## config.mk

```make
export PLATFORM = sky130hd
export DESIGN_NAME = instruction_fetch_unit
export DESIGN_NICKNAME = d
export VERILOG_FILES = /design/src/rtl/fetch_pkg.sv /design/src/rtl/pc_next_calc.sv /design/src/rtl/instruction_fetch_unit.sv
export SDC_FILE = /design/constraint.sdc
export NUM_CORES = 1
export LEC_CHECK = 0
export ABC_AREA = 1
export ABC_CLOCK_PERIOD_IN_PS = 3600
export BUFFER_PORTS_ARGS = -buffer_cell sky130_fd_sc_hd__buf_2
export CORE_MARGIN = 2
export CORE_UTILIZATION = 25
export DETAILED_ROUTE_END_ITERATION = 12
export PLACE_DENSITY = 0.42
export SLEW_MARGIN = 30
export SYNTH_ARGS = -nofsm -noshare
export SYNTH_HDL_FRONTEND = slang
export SYNTH_SLANG_ARGS = --single-unit
```

## constraint.sdc

```tcl
create_clock -name Clock -period 3.6 [get_ports Clock]
set_input_delay 0.36 -clock Clock [delete_from_list [all_inputs] [get_ports Clock]]
set_output_delay 0.36 -clock Clock [all_outputs]
set_load 0.03 [all_outputs]
```

## src/rtl/fetch_pkg.sv

```systemverilog
// Shared definitions for the instruction fetch stage: state encoding,
// word increment and the default reset/NOP values.
package fetch_pkg;

    typedef enum logic {
        IDLE = 1'b0,
        WAIT = 1'b1
    } fetch_state_t;

    localparam logic [31:0] WORD_INC             = 32'd4;
    localparam logic [31:0] DEFAULT_RESET_VECTOR = 32'h0000_0000;
    localparam logic [31:0] DEFAULT_NOP_WORD     = 32'h0000_0000;

    function automatic logic [31:0] alignWord(input logic [31:0] addr);
        return {addr[31:2], 2'b00};
    endfunction

endpackage

```

## src/rtl/pc_next_calc.sv

```systemverilog
// Combinational next-PC and link-value calculation, shared by the immediate
// (IDLE) update path and the deferred (pending) update path.
module pc_next_calc
    import fetch_pkg::*;
(
    input  logic [31:0] pc_i,
    input  logic        pcSelect_i,
    input  logic        incSelect_i,
    input  logic [31:0] branchOffset_i,
    input  logic [31:0] jumpTarget_i,
    output logic [31:0] pcNext_o,
    output logic [31:0] pcTemp_o
);

    logic [31:0] increment;
    logic [31:0] incremented;

    always_comb begin
        increment   = incSelect_i ? branchOffset_i : WORD_INC;
        incremented = pc_i + increment;
        pcNext_o    = alignWord(pcSelect_i ? jumpTarget_i : incremented);
        pcTemp_o    = alignWord(pc_i + WORD_INC);
    end

endmodule

```

## src/rtl/instruction_fetch_unit.sv

```systemverilog
// Fetch stage: owns PC, PC_Temp and IR, reads ROM1 through a ready handshake
// with a bounded number of wait states, and defers PC updates during a fetch.
module instruction_fetch_unit
    import fetch_pkg::*;
#(
    parameter logic [31:0] RESET_VECTOR = DEFAULT_RESET_VECTOR,
    parameter logic [31:0] NOP_WORD     = DEFAULT_NOP_WORD,
    parameter int unsigned TIMEOUT      = 15
)(
    input  logic        Clock,
    input  logic        Reset,
    input  logic        IR_Enable,
    input  logic        PC_Enable,
    input  logic        PC_Select,
    input  logic        INC_Select,
    input  logic [31:0] Branch_Offset,
    input  logic [31:0] Jump_Target,
    input  logic [31:0] ROM_Data,
    input  logic        ROM_Ready,
    output logic [31:0] ROM_Addr,
    output logic        ROM1_Read,
    output logic [31:0] Instruction,
    output logic [31:0] PC,
    output logic [31:0] PC_Temp,
    output logic        Fetch_Busy,
    output logic        Fetch_Done,
    output logic        Fetch_Error
);

    localparam logic [7:0] LAST_WAIT = 8'(TIMEOUT - 1);

    fetch_state_t state_q;
    logic [31:0]  pc_q, pcTemp_q, ir_q, romAddr_q;
    logic         romRead_q, busy_q, done_q, error_q;
    logic [7:0]   waitCnt_q;

    logic         pending_q, pendPcSel_q, pendIncSel_q;
    logic [31:0]  pendOffset_q, pendJump_q;

    logic         usePending;
    logic         calcPcSel, calcIncSel;
    logic [31:0]  calcOffset, calcJump;
    logic [31:0]  pcNext_d, pcTemp_d;
    logic         leaveWait, timeoutHit, applyOnLeave;

    // A PC_Enable arriving on the very edge that leaves WAIT supersedes the
    // stored entry, so the pending operands feed the adder only when idle-free.
    always_comb begin
        usePending   = (state_q == WAIT) && !PC_Enable;
        calcPcSel    = usePending ? pendPcSel_q  : PC_Select;
        calcIncSel   = usePending ? pendIncSel_q : INC_Select;
        calcOffset   = usePending ? pendOffset_q : Branch_Offset;
        calcJump     = usePending ? pendJump_q   : Jump_Target;
        timeoutHit   = !ROM_Ready && (waitCnt_q == LAST_WAIT);
        leaveWait    = (state_q == WAIT) && (ROM_Ready || timeoutHit);
        applyOnLeave = PC_Enable || pending_q;
    end

    pc_next_calc u_pcNextCalc (
        .pc_i           (pc_q),
        .pcSelect_i     (calcPcSel),
        .incSelect_i    (calcIncSel),
        .branchOffset_i (calcOffset),
        .jumpTarget_i   (calcJump),
        .pcNext_o       (pcNext_d),
        .pcTemp_o       (pcTemp_d)
    );

    always_ff @(posedge Clock) begin
        if (Reset) begin
            state_q      <= IDLE;
            pc_q         <= RESET_VECTOR;
            pcTemp_q     <= RESET_VECTOR + WORD_INC;
            ir_q         <= NOP_WORD;
            romAddr_q    <= '0;
            romRead_q    <= 1'b0;
            busy_q       <= 1'b0;
            done_q       <= 1'b0;
            error_q      <= 1'b0;
            waitCnt_q    <= '0;
            pending_q    <= 1'b0;
            pendPcSel_q  <= 1'b0;
            pendIncSel_q <= 1'b0;
            pendOffset_q <= '0;
            pendJump_q   <= '0;
        end else begin
            done_q  <= 1'b0;
            error_q <= 1'b0;
            unique case (state_q)
                IDLE: begin
                    if (IR_Enable) begin
                        romRead_q <= 1'b1;
                        romAddr_q <= alignWord(pc_q);
                        busy_q    <= 1'b1;
                        waitCnt_q <= '0;
                        state_q   <= WAIT;
                    end
                    if (PC_Enable) begin
                        pc_q     <= pcNext_d;
                        pcTemp_q <= pcTemp_d;
                    end
                end
                WAIT: begin
                    if (leaveWait) begin
                        if (ROM_Ready) begin
                            ir_q   <= ROM_Data;
                            done_q <= 1'b1;
                        end else begin
                            ir_q    <= NOP_WORD;
                            error_q <= 1'b1;
                        end
                        if (applyOnLeave) begin
                            pc_q     <= pcNext_d;
                            pcTemp_q <= pcTemp_d;
                        end
                        romRead_q <= 1'b0;
                        busy_q    <= 1'b0;
                        waitCnt_q <= '0;
                        pending_q <= 1'b0;
                        state_q   <= IDLE;
                    end else begin
                        waitCnt_q <= waitCnt_q + 8'd1;
                        if (PC_Enable) begin
                            pending_q    <= 1'b1;
                            pendPcSel_q  <= PC_Select;
                            pendIncSel_q <= INC_Select;
                            pendOffset_q <= Branch_Offset;
                            pendJump_q   <= Jump_Target;
                        end
                    end
                end
                default: state_q <= IDLE;
            endcase
        end
    end

    assign ROM_Addr    = romAddr_q;
    assign ROM1_Read   = romRead_q;
    assign Instruction = ir_q;
    assign PC          = pc_q;
    assign PC_Temp     = pcTemp_q;
    assign Fetch_Busy  = busy_q;
    assign Fetch_Done  = done_q;
    assign Fetch_Error = error_q;

endmodule

```

==> flow_metrics.py <==
metrics = {
    "routing": {
        "wl_um": 38100,
        "vias": 10700,
        "drc": 0,
        "via_per_inst": 4.47,
        "ant_nets": 0,
        "dr.first_iter.drc_count": 672,
        "firstDrtPassIters": 5,
        "wl_per_cell_um": 16.0,
    },
    "clock_network": {
        "cts_max_path_buffers": 2,
        "h-tree-depth": 4,
        "clk_pin_slew_worst_paths_ps": 80,
        "cts_root_buffer": "clkbuf_16",
        "postCtsSetupRepairBufs": 0,
        "cts_hold_buffers": 0,
        "numCtsBuffers": 17,
        "clock_latency_ps": 480,
        "cts.sink_count": 197,
        "cts-resized-gates": 0,
        "cts_tree": "built",
    },
    "logic_synthesis": {
        "synthTopCellsByArea": "dfxtp_1 36%, nand2_1 12%, o21ai_0 8.3%, inv_1 7.7%, a21oi_1 7.6%",
        "avgSynthCellArea_um2": 6.75,
        "ys_seq_area_share_pct": 36.4,
        "ys_ff_latch": 197,
        "synth_area_um2": 10800,
        "ys_warn_count": 0,
        "async_reset_ff_share_pct": 0,
        "syn-instance-count": 1606,
        "synth_top_cell_area_share_pct": 36.4,
        "synth-main-ff-cell": "dfxtp_1",
        "synth_edf_count": 0,
        "ys_types": 45,
        "yosys.area.top_type": "dfxtp_1",
    },
    "sta": {
        "rsz0062_at_grt": "false",
        "post-route-period-util_pct": 79.1,
        "fin_skew_ps": 9.43,
        "min_period_ps": 2850,
        "max_freq_mhz": 351,
        "slew_violations": 0,
        "setup_viol": 0,
        "relSlewSlack_pct": 50.7,
        "final.setup.tns_ps": 0,
        "finalHoldViolCount": 0,
        "worst_slew_pin_slew_ps": 739,
    },
    "floorplan": {
        "die-area_um2": 45100,
        "start_util_pct": 25.2,
        "die_h_um": 212,
        "ioPinCount": 235,
        "rows": 76,
        "coreArea_um2": 43000,
        "die_width_um": 212,
    },
    "cells_and_area": {
        "finish.instance_area_um2": 13100,
        "num-nets-final": 1923,
        "syn2layout_area_growth_pct": 20.4,
        "fin_util_pct": 30.4,
        "num_antenna_cells": 0,
        "drive_above_1_share_pct": 17.1,
    },
    "worst_setup_path": {
        "r2r_start": "state_q$_SDFF_PP0_",
        "critPathCaptureType": "flop",
        "r2r-end": "PC[26]$_SDFFE_PP0P_",
        "arrival_ps": 3210,
        "critical_path_class": "flop to flop",
        "crit_top_cell": "nand2_1",
        "cp_data_required_time_ps": 3960,
        "path_max_fanout": 42,
        "reg2regPathDepth": 18,
        "r2r_setup_slack_ps": 750,
        "cp-start-kind": "flop",
        "crit_slowest_cell": "fa_1",
        "max_stage_delay_ps": 480,
        "worstPathCellList": "nand2_4 -> buf_4 -> o21ai_0 -> nand2_1 -> inv_1 -> fa_1 -> nand3_1 -> nand3_1 -> nand2_1 -> nand2_1 -> nand2_1 -> nand2_1 -> nand2_1 -> nand2_1 -> nand2_1 -> nand3_1 -> nand2_1 -> a21oi_1",
    },
    "min_path": {
        "hp-class": "input port to flop",
        "holdCritStartpoint": "ROM_Ready",
        "holdPathStages": 2,
        "min_to": "Fetch_Error$_SDFF_PP0_",
    },
    "grt": {
        "grt_max_degree": 79,
        "grt_pass1_wl_um": 58000,
        "overflow": 0,
        "grt_pass1_vias": 9913,
        "grt.total_usage_pct": 17.2,
        "antenna_found_initial": 3,
    },
    "pwr": {
        "switchingPower_w": 0.00200,
        "finalPower_w": 0.00569,
        "peakVddDrop_mv": 0.274,
        "p_int_w": 0.00369,
        "powerDensity_nw_per_um2": 435,
        "pwr-share-clk_pct": 34.4,
        "power.leakage_nw": 6.21,
        "p_sw_share_pct": 35.1,
        "sequentialPowerShare_pct": 43.5,
        "combPwrFrac_pct": 22.1,
    },
    "flow_run": {
        "maxCapViolCount": 0,
    },
    "run_status": {
        "outcome": "completed",
    },
    "place": {
        "dp_hpwl_um": 29000,
        "post_dp_cell_area_um2": 12500,
        "portBuffers": 224,
        "place.gp.congestion": 0.836,
    },
}
==> critical path: cells and delay by family, from the launching register on <==
family / cells / cell delay (ps)
AOI/OAI and AO/OA: 2 / 210
adders and majority gates: 1 / 480
buffers and inverters: 2 / 450
DFF: 1 / 340
and+or+nand+nor: 13 / 1210
==> logic make-up (layout without fill, tap and decap cells) <==
group | count (synthesis) | in the layout | share of synthesized area [%]
and+or+nand+nor | 603 | 603 | 23.3
buffers and inverters | 317 | 506 | 12.0
AOI/OAI and AO/OA | 416 | 416 | 21.3
adders and majority gates | 33 | 33 | 3.88
DFF | 197 | 197 | 36.4
xor gates and xnor gates | 39 | 39 | 3.15
other | 1 | 6 | 0.0346
==> final cells by class <==
type | count | area [µm²]
clock buffer | 17 | 425
clock inverter | 15 | 146
fill | 4843 | 29900
timing repair buffer | 244 | 1310
multi-input combinational | 1097 | 5640
sequential | 197 | 3940
inverter | 230 | 867
tap | 585 | 732
==> synth_stat cells (6+ instances only) <==
cell type  number
nand3_1        51
dfxtp_1       197
inv_1         223
a32o_1         32
buf_4          18
a211oi_1       12
nor2_1        129
buf_2          29
ha_1           32
nand2_2         6
nor3_1         19
xor2_1         36
clkbuf_1       36
nand4_1        12
o21ai_1        13
o21ai_0       180
a21oi_1       165
nand2_1       358
==> registers in the layout, summed over array words and instances, names as in the netlist <==
register	flops
pendIncSel_q	1
ROM_Addr	30
pendPcSel_q	1
Fetch_Busy	1
waitCnt_q	8
Fetch_Error	1
pending_q	1
Instruction	32
pendJump_q	30
PC_Temp	30
PC	30
state_q	1
Fetch_Done	1
pendOffset_q	30
==> power by group through the flow <==
stage / combinational (W) / clock, W / sequential, W
finish: 0.00126 / 0.00196 / 0.00247
global route: 0.00141 / 0.00212 / 0.00249
CTS: 0.00128 / 0.00205 / 0.00248
detailed placement: 0.00127 / 0 / 0.00253
global placement: 0.00126 / 0 / 0.00253
floorplan: 0.000668 / 0 / 0.00267
==> layout by cell type, fill, tap and decap left out, types with 32 or more instances in the layout <==
cell type	instances
a21oi_1	165
a32o_1	32
buf_2	224
dfxtp_1	197
ha_1	32
inv_1	223
nand2_1	358
nand3_1	51
nor2_1	129
o21ai_0	180
xor2_1	36
==> metal layers <==
| metal | up-vias | share of wire [%] | track usage, % |
|---|---|---|---|
| li1 | 5568 | - | - |
| met1 | 4854 | 50 | 23.8 |
| met2 | 203 | 45 | 26.8 |
| met3 | 22 | 4.4 | 4.00 |
| met4 | 4 | 1.0 | 4.44 |
| met5 | - | 0.068 | 0 |
==> through the flow <==
| stage | cells | hold slack, ps | setup slack [ps] |
|---|---|---|---|
| floorplan | 1611 | 425 | 884 |
| global placement | 2353 | 432 | 530 |
| detailed placement | 2353 | 438 | 485 |
| CTS | 2385 | 7.09 | 710 |
| global route | 2385 | 23.8 | 361 |
| finish | 2385 | 58.9 | 751 |
==> worst max-delay path by stage <==
stage / from / end / slack (ps) / cells past startpoint
2_1_floorplan: state_q$_SDFF_PP0_ / PC[26]$_SDFFE_PP0P_ / 880 / 19
3_3_place_gp: PC_Enable / PC[22]$_SDFFE_PP0P_ / 530 / 17
3_5_place_dp: PC_Enable / PC[26]$_SDFFE_PP0P_ / 480 / 20
4_1_cts: state_q$_SDFF_PP0_ / PC[26]$_SDFFE_PP0P_ / 710 / 18
5_1_grt: state_q$_SDFF_PP0_ / PC[31]$_SDFFE_PP0P_ / 360 / 17
6_report: state_q$_SDFF_PP0_ / PC[26]$_SDFFE_PP0P_ / 750 / 18
(Power assumes the default switching activity.)
